### src/rtl/sdp_ram_pkg.sv
// Shared types and helpers for the byte-enabled simple dual-port RAM.
package sdp_ram_pkg;

  typedef enum logic [0:0] {
    ST_IDLE  = 1'b0,
    ST_CLEAR = 1'b1
  } state_e;

  // Read-during-write collision behaviour
  localparam int unsigned RDW_OLD = 0;
  localparam int unsigned RDW_NEW = 1;

  function automatic int unsigned num_bytes(input int unsigned data_width,
                                            input int unsigned byte_width);
    return data_width / byte_width;
  endfunction

endpackage

### src/rtl/sdp_ram_array.sv
// Bare storage: byte-enabled write port, registered read data, no reset.
module sdp_ram_array #(
  parameter int unsigned DATA_WIDTH = 32,
  parameter int unsigned BYTE_WIDTH = 8,
  parameter int unsigned ADDR_WIDTH = 6,
  localparam int unsigned NUM_BYTES = DATA_WIDTH / BYTE_WIDTH
) (
  input  logic                  clk,
  input  logic                  we_i,
  input  logic [ADDR_WIDTH-1:0] waddr_i,
  input  logic [NUM_BYTES-1:0]  wbe_i,
  input  logic [DATA_WIDTH-1:0] wdata_i,
  input  logic                  re_i,
  input  logic [ADDR_WIDTH-1:0] raddr_i,
  output logic [DATA_WIDTH-1:0] rdata_o
);

  localparam int unsigned DEPTH = 2 ** ADDR_WIDTH;

  // One narrow array per lane keeps each lane's write enable independent
  for (genvar b = 0; b < NUM_BYTES; b++) begin : g_lane
    logic [BYTE_WIDTH-1:0] lane_q [DEPTH];
    logic [BYTE_WIDTH-1:0] rdata_q;

    // Lane write and read; a same-address read returns the pre-write value
    always_ff @(posedge clk) begin
      if (we_i && wbe_i[b]) begin
        lane_q[waddr_i] <= wdata_i[b*BYTE_WIDTH +: BYTE_WIDTH];
      end
      if (re_i) begin
        rdata_q <= lane_q[raddr_i];
      end
    end

    assign rdata_o[b*BYTE_WIDTH +: BYTE_WIDTH] = rdata_q;
  end

endmodule

### src/rtl/sdp_ram_be.sv
// Simple dual-port RAM with byte enables, selectable read latency,
// read-during-write control, read-valid strobe and a clear sequencer.
module sdp_ram_be
  import sdp_ram_pkg::*;
#(
  parameter int unsigned DATA_WIDTH     = 32,
  parameter int unsigned BYTE_WIDTH     = 8,
  parameter int unsigned ADDR_WIDTH     = 6,
  parameter int unsigned READ_LATENCY   = 2,
  parameter int unsigned RDW_MODE       = 0,
  parameter int unsigned CLEAR_ON_RESET = 1,
  localparam int unsigned NUM_BYTES     = num_bytes(DATA_WIDTH, BYTE_WIDTH)
) (
  input  logic                  clk,
  input  logic                  rst_n,
  input  logic                  clr_i,
  output logic                  busy_o,
  input  logic                  wr_en_i,
  input  logic [ADDR_WIDTH-1:0] wr_addr_i,
  input  logic [NUM_BYTES-1:0]  wr_be_i,
  input  logic [DATA_WIDTH-1:0] wr_data_i,
  input  logic                  rd_en_i,
  input  logic [ADDR_WIDTH-1:0] rd_addr_i,
  output logic [DATA_WIDTH-1:0] rd_data_o,
  output logic                  rd_valid_o
);

  if ((DATA_WIDTH % BYTE_WIDTH) != 0) begin : g_bad_width
    $error("sdp_ram_be: DATA_WIDTH must be a multiple of BYTE_WIDTH");
  end
  if ((READ_LATENCY != 1) && (READ_LATENCY != 2)) begin : g_bad_latency
    $error("sdp_ram_be: READ_LATENCY must be 1 or 2");
  end

  localparam state_e RST_STATE = (CLEAR_ON_RESET != 0) ? ST_CLEAR : ST_IDLE;

  state_e                state_q, state_d;
  logic [ADDR_WIDTH-1:0] cnt_q, cnt_d;
  logic                  busy;

  assign busy   = (state_q == ST_CLEAR);
  assign busy_o = busy;

  // Clear sequencer: sweep every address once, clr only honoured when idle
  always_comb begin
    state_d = state_q;
    cnt_d   = cnt_q;
    unique case (state_q)
      ST_IDLE: begin
        if (clr_i) begin
          state_d = ST_CLEAR;
          cnt_d   = '0;
        end
      end
      ST_CLEAR: begin
        cnt_d = cnt_q + 1'b1;
        if (&cnt_q) begin
          state_d = ST_IDLE;
        end
      end
      default: state_d = ST_IDLE;
    endcase
  end

  // FSM state and sweep counter
  always_ff @(posedge clk or negedge rst_n) begin
    if (!rst_n) begin
      state_q <= RST_STATE;
      cnt_q   <= '0;
    end else begin
      state_q <= state_d;
      cnt_q   <= cnt_d;
    end
  end

  logic                  arr_we;
  logic [ADDR_WIDTH-1:0] arr_waddr;
  logic [NUM_BYTES-1:0]  arr_wbe;
  logic [DATA_WIDTH-1:0] arr_wdata;
  logic                  arr_re;
  logic [ADDR_WIDTH-1:0] arr_raddr;
  logic [DATA_WIDTH-1:0] arr_rdata;
  logic                  rd_acc;
  logic                  rd_valid;

  // Write mux: the sweep owns the write port while busy
  always_comb begin
    if (busy) begin
      arr_we    = 1'b1;
      arr_waddr = cnt_q;
      arr_wbe   = '1;
      arr_wdata = '0;
    end else begin
      arr_we    = wr_en_i;
      arr_waddr = wr_addr_i;
      arr_wbe   = wr_be_i;
      arr_wdata = wr_data_i;
    end
  end

  assign rd_acc = rd_en_i & ~busy;

  if (READ_LATENCY == 1) begin : g_lat1
    logic valid_q;

    // Array is read in the request cycle
    always_ff @(posedge clk or negedge rst_n) begin
      if (!rst_n) valid_q <= 1'b0;
      else        valid_q <= rd_acc;
    end

    assign arr_re    = rd_acc;
    assign arr_raddr = rd_addr_i;
    assign rd_valid  = valid_q;
  end else begin : g_lat2
    logic                  req_q;
    logic                  valid_q;
    logic [ADDR_WIDTH-1:0] raddr_q;

    // Register the request; the array is read one cycle later. Accepted
    // requests run to completion even if a sweep starts behind them.
    always_ff @(posedge clk or negedge rst_n) begin
      if (!rst_n) begin
        req_q   <= 1'b0;
        valid_q <= 1'b0;
        raddr_q <= '0;
      end else begin
        req_q   <= rd_acc;
        valid_q <= req_q;
        if (rd_acc) raddr_q <= rd_addr_i;
      end
    end

    assign arr_re    = req_q;
    assign arr_raddr = raddr_q;
    assign rd_valid  = valid_q;
  end

  sdp_ram_array #(
    .DATA_WIDTH(DATA_WIDTH),
    .BYTE_WIDTH(BYTE_WIDTH),
    .ADDR_WIDTH(ADDR_WIDTH)
  ) u_array (
    .clk    (clk),
    .we_i   (arr_we),
    .waddr_i(arr_waddr),
    .wbe_i  (arr_wbe),
    .wdata_i(arr_wdata),
    .re_i   (arr_re),
    .raddr_i(arr_raddr),
    .rdata_o(arr_rdata)
  );

  logic [DATA_WIDTH-1:0] rd_merged;

  if (RDW_MODE == RDW_NEW) begin : g_rdw_new
    logic [NUM_BYTES-1:0]  fwd_be_d;
    logic [NUM_BYTES-1:0]  fwd_be_q;
    logic [DATA_WIDTH-1:0] fwd_data_q;

    assign fwd_be_d = (arr_re && arr_we && (arr_waddr == arr_raddr)) ? arr_wbe : '0;

    // Capture lanes written during the array-read cycle for forwarding
    always_ff @(posedge clk or negedge rst_n) begin
      if (!rst_n) begin
        fwd_be_q   <= '0;
        fwd_data_q <= '0;
      end else begin
        fwd_be_q <= fwd_be_d;
        if (|fwd_be_d) fwd_data_q <= arr_wdata;
      end
    end

    // Forwarded lanes override the stale array data lane by lane
    always_comb begin
      rd_merged = arr_rdata;
      for (int b = 0; b < int'(NUM_BYTES); b++) begin
        if (fwd_be_q[b]) begin
          rd_merged[b*BYTE_WIDTH +: BYTE_WIDTH] = fwd_data_q[b*BYTE_WIDTH +: BYTE_WIDTH];
        end
      end
    end
  end else begin : g_rdw_old
    assign rd_merged = arr_rdata;
  end

  logic [DATA_WIDTH-1:0] rd_hold_q;

  // Holds the last returned word so rd_data is stable and resets to zero
  always_ff @(posedge clk or negedge rst_n) begin
    if (!rst_n)        rd_hold_q <= '0;
    else if (rd_valid) rd_hold_q <= rd_merged;
  end

  assign rd_data_o  = rd_valid ? rd_merged : rd_hold_q;
  assign rd_valid_o = rd_valid;

endmodule

### config.mk
export PLATFORM = sky130hd
export DESIGN_NAME = sdp_ram_be
export DESIGN_NICKNAME = d
export VERILOG_FILES = /design/src/rtl/sdp_ram_pkg.sv /design/src/rtl/sdp_ram_array.sv /design/src/rtl/sdp_ram_be.sv
export SDC_FILE = /design/constraint.sdc
export NUM_CORES = 2
export LEC_CHECK = 0
export ABC_AREA = 1
export CAP_MARGIN = 25
export CORE_ASPECT_RATIO = 1.1
export CORE_MARGIN = 2
export CORE_UTILIZATION = 40
export DETAILED_ROUTE_END_ITERATION = 10
export GPL_ROUTABILITY_DRIVEN = 1
export HOLD_SLACK_MARGIN = 0.03
export REMOVE_ABC_BUFFERS = 1
export SYNTH_ARGS = -nofsm -noshare
export SYNTH_HDL_FRONTEND = slang
export SYNTH_SLANG_ARGS = --single-unit
export TNS_END_PERCENT = 50
### constraint.sdc
create_clock -name clk -period 3 [get_ports clk]
set_input_delay 0.75 -clock clk [delete_from_list [all_inputs] [get_ports clk]]
set_output_delay 0.75 -clock clk [all_outputs]
set_load 0.005 [all_outputs]
==> results by group <==
Outcome
  • Outcome: finished, final reports clean

Synthesis
  • Ys flop type: edfxtp_1
  • Post-synth cell types: 28
  • Warning count from the yosys run: 0
  • Asr flop ratio synth: 2.21%
  • Count of flip-flops with a built-in enable after synthesis: between 2000 and 2500
  • Post-Synthesis Cells: 7277
  • Syn_area_per_cell: roughly 12 µm²
  • Mapped cell area: ~86000 µm²
  • Seq cells post-synth: between 2000 and 2500
  • Post-synthesis sequential area ratio: approximately three quarters

Clock tree
  • Root Driver: clkbuf_16
  • CTS buffer count: 210
  • Longest Clk Path Bufs: 3
  • H-tree levels: 4
  • CTS Sinks: around 2100
  • CTS tree: done
  • Skew-Pair Late Insertion Delay: roughly 0.90 ns
  • Clock Pin Slew Worst Setup and Hold Paths: around 0.06 ns

Timing
  • Final Skew: ~0.07 ns
  • Final Hold Vio Count: 0
  • Fmax achieved: approximately 0.34 GHz
  • RSZ-0062 raised after global routing: true
  • Hold_ws: approximately 0.44 ns
  • Final setup fails: 0
  • Fin crit period: just under 3 ns
  • Slew Limit Fails: 0
  • Worst Max-Slew Pin Slew: around 0.88 ns
  • Max-slew headroom: 41.0%
  • Crit share post-route: 98.8%

Critical path
  • Most used cell, CP: nand2_1
  • Crit-path cells: buf_4 -> inv_2 -> nand2_1 -> nand2_1 -> inv_1 -> nand2_1 -> nor2_1 -> buf_4 -> nand2_1 -> nor2_1 -> buf_4
  • Worst r2r dst: u_array.g_lane[3].lane_q[30][1]
  • Family with the most delay on the worst path: simple AND/OR/NAND/NOR gates
  • Crit path buf inv count: 5
  • WS Path Type: register to register
  • CP max FO: 14
  • Internal reg-to-reg setup slack: roughly 0.036 ns
  • Reg2Reg Depth: 11
  • Reg2reg start: busy_o
  • WP data required: 3.56 ns
  • Worst path max stage delay: 0.65 ns
  • CP Capture Type: register
  • Critical path's slowest cell: dfstp_4
  • CP arrival: 3.53 ns
  • Startpoint Class: register

GRT
  • Grt total ovfl: 0
  • Initial antenna violation count: 4
  • GRT Total Usage: between 20% and 30%
  • First-pass GRT wire length: between 300000 and 400000 µm
  • Largest net degree at the start of global routing: about 120
  • Vias in the first global route: 56157

Floorplanning
  • DIE AREA: 219000 µm²
  • Total core area: between 200000 and 250000 µm²
  • Die H: 491 µm
  • # IOs: just under 90
  • # rows: 178
  • Initial Util: around two fifths
  • Die X: between 400 and 500 µm

Min path
  • Hold-critical path depth: 3
  • Hold WC Path Type: primary input to register
  • Hold Crit Endpoint: arr_raddr[2]
  • Hold path startpoint: rd_addr_i[2]

Routing
  • First DRT Iteration DRCs: approximately 6700
  • DR vias: around 58000
  • Final WL: 256000 µm
  • Routed Antenna Nets: 0
  • DRC Markers: 0
  • Via density: around 5.4
  • WL/cell: about 24 µm
  • Pre-antenna DRT Iters: 8

Power
  • Pwr/cell area: between 900 and 1000 nW/µm²
  • VDD IR max: between 600 and 700 µV
  • Lkg Pwr: roughly 38 nW

Finish
  • Area grow syn2layout: 18.6%
  • Post-layout util: between 40% and 50%
  • Multi-input logic area: just over 20000 µm²
  • Non-filler cells, final: around 11000
  • Share of layout cells above drive strength 1: about an eighth
  • Layout Nets: approximately 7800
  • Register area: about 64000 µm²
  • Filler cell count: ~19000

Placed design
  • Post-DP HPWL: 168000 µm
  • Routability-driven placement congestion ratio: between 0.9 and 1
  • Inst Count DP: 10374
  • Port Buf Inserts: 86

Run
  • # Max-Cap Violations: 0
## synth_stat cells (8+ instances only)
cell,instances,area share [%]
mux2_2,32,0.42
o21ai_0,11,0.064
clkbuf_1,132,0.57
buf_4,39,0.34
buf_2,247,1.4
buf_1,61,0.27
nor2_4,8,0.10
edfxtp_1,2080,72
nand2_1,2348,10
dfrtp_1,46,1.3
nand3_1,1898,11
inv_1,54,0.24
nor2_1,301,1.3
## where the power goes
group          total, mW  switching (mW)  leakage [nW]  internal (mW)
Clock               26.4            11.5          3.34           14.9
Combinational       35.5            25.0          14.8           10.5
Sequential          37.4           0.953          19.9           36.4
## per-stage QoR
| stage | setup TNS [ns] | power (mW) | area [µm²] | worst slack [ns] |
|---|---|---|---|---|
| global placement | -51.53 | 72.8 | 95100 | -0.333 |
| global route | -2.73 | 104 | 102000 | -0.0909 |
| CTS | -0.868 | 99.5 | 102000 | -0.151 |
| floorplan | -3010.51 | 49.6 | 83900 | -39.59 |
| detailed placement | -42.97 | 73.1 | 95100 | -0.354 |
| finish | 0 | 99.3 | 102000 | 0.0363 |
## how the worst max path moves through the flow
stage	from	end	slack (ns)	depth (start not counted)
global route	busy_o	u_array.g_lane[0].lane_q[30][1]	-0.09	11
CTS	rd_valid_o	rd_data_o[26]	-0.15	5
floorplan	arr_raddr[0]	u_array.g_lane[1].rdata_q[2]	-39.59	9
finish	busy_o	u_array.g_lane[3].lane_q[30][1]	0.04	11
detailed placement	wr_addr_i[3]	u_array.g_lane[3].lane_q[39][6]	-0.35	8
global placement	wr_addr_i[3]	u_array.g_lane[3].lane_q[39][6]	-0.33	8
## what timing repair did
item,CTS,global route
cloned,2,0
hold buffers,1,0
setup buffers,4,0
endpoints found under the hold margin,30,0
setup endpoints to repair,33,128
resized for setup,77,17
## registers in the layout, summed over array words and instances (netlist names)
signal	cells
u_array.g_lane.lane_q	2048
arr_raddr	6
rd_valid_o	1
rd_hold_q	32
busy_o	1
arr_re	1
cnt_q	6
u_array.g_lane.rdata_q	32
## cells in the final DEF, fill, tap and decap left out, types with 6 or more instances in the layout
master / count
edfxtp_1: 2080
nand3_1: 1898
mux2_2: 19
clkdlybuf4s50_1: 52
clkinvlp_4: 11
clkinv_2: 24
buf_4: 470
clkinv_1: 50
dfrtp_1: 38
bufinv_16: 21
clkinv_16: 13
inv_1: 50
o21ai_0: 11
buf_12: 143
mux2_4: 13
nand2_1: 2346
dfrtp_4: 6
clkbuf_16: 211
nor2_1: 268
nor2_4: 41
clkbuf_1: 49
buf_2: 8
dlygate4sd2_1: 17
## area by class of cell
| cell class | instances | area share (%) |
|---|---|---|
| inverter | 58 | 0.246 |
| tap | 2880 | 3.53 |
| clock inverter | 128 | 1.47 |
| clock buffer | 262 | 5.37 |
| timing repair buffer | 703 | 7.13 |
| antenna | 3 | 0.00735 |
| sequential | 2127 | 62.3 |
| multi-input combinational | 4612 | 20.0 |
## worst reg2reg max path, delay by kind of cell (launching register included)
family / cells / cell delay (ns)
AND/OR/NAND/NOR: 6 / 1.16
buffers and inverters: 5 / 0.86
flip-flops: 1 / 0.65
## routing by layer
| layer | up-vias | routed length, µm | GRT usage (%) |
|---|---|---|---|
| met5 | - | 21 | 0 |
| met3 | 499 | 19000 | 3.66 |
| met2 | 2627 | 125000 | 38.1 |
| met4 | 4 | 10900 | 9.50 |
| met1 | 28433 | 101000 | 30.0 |
| li1 | 26518 | - | - |
## kinds of logic after synthesis
family          Yosys count  share of synthesized area (%)
compound gates           21                          0.148
fa+ha+maj                 1                         0.0145
buf+inv                 538                           2.88
flops                  2127                           73.8
mux                      32                          0.418
simple gates           4558                           22.7
No activity file was read; power rests on OpenSTA's default activity.
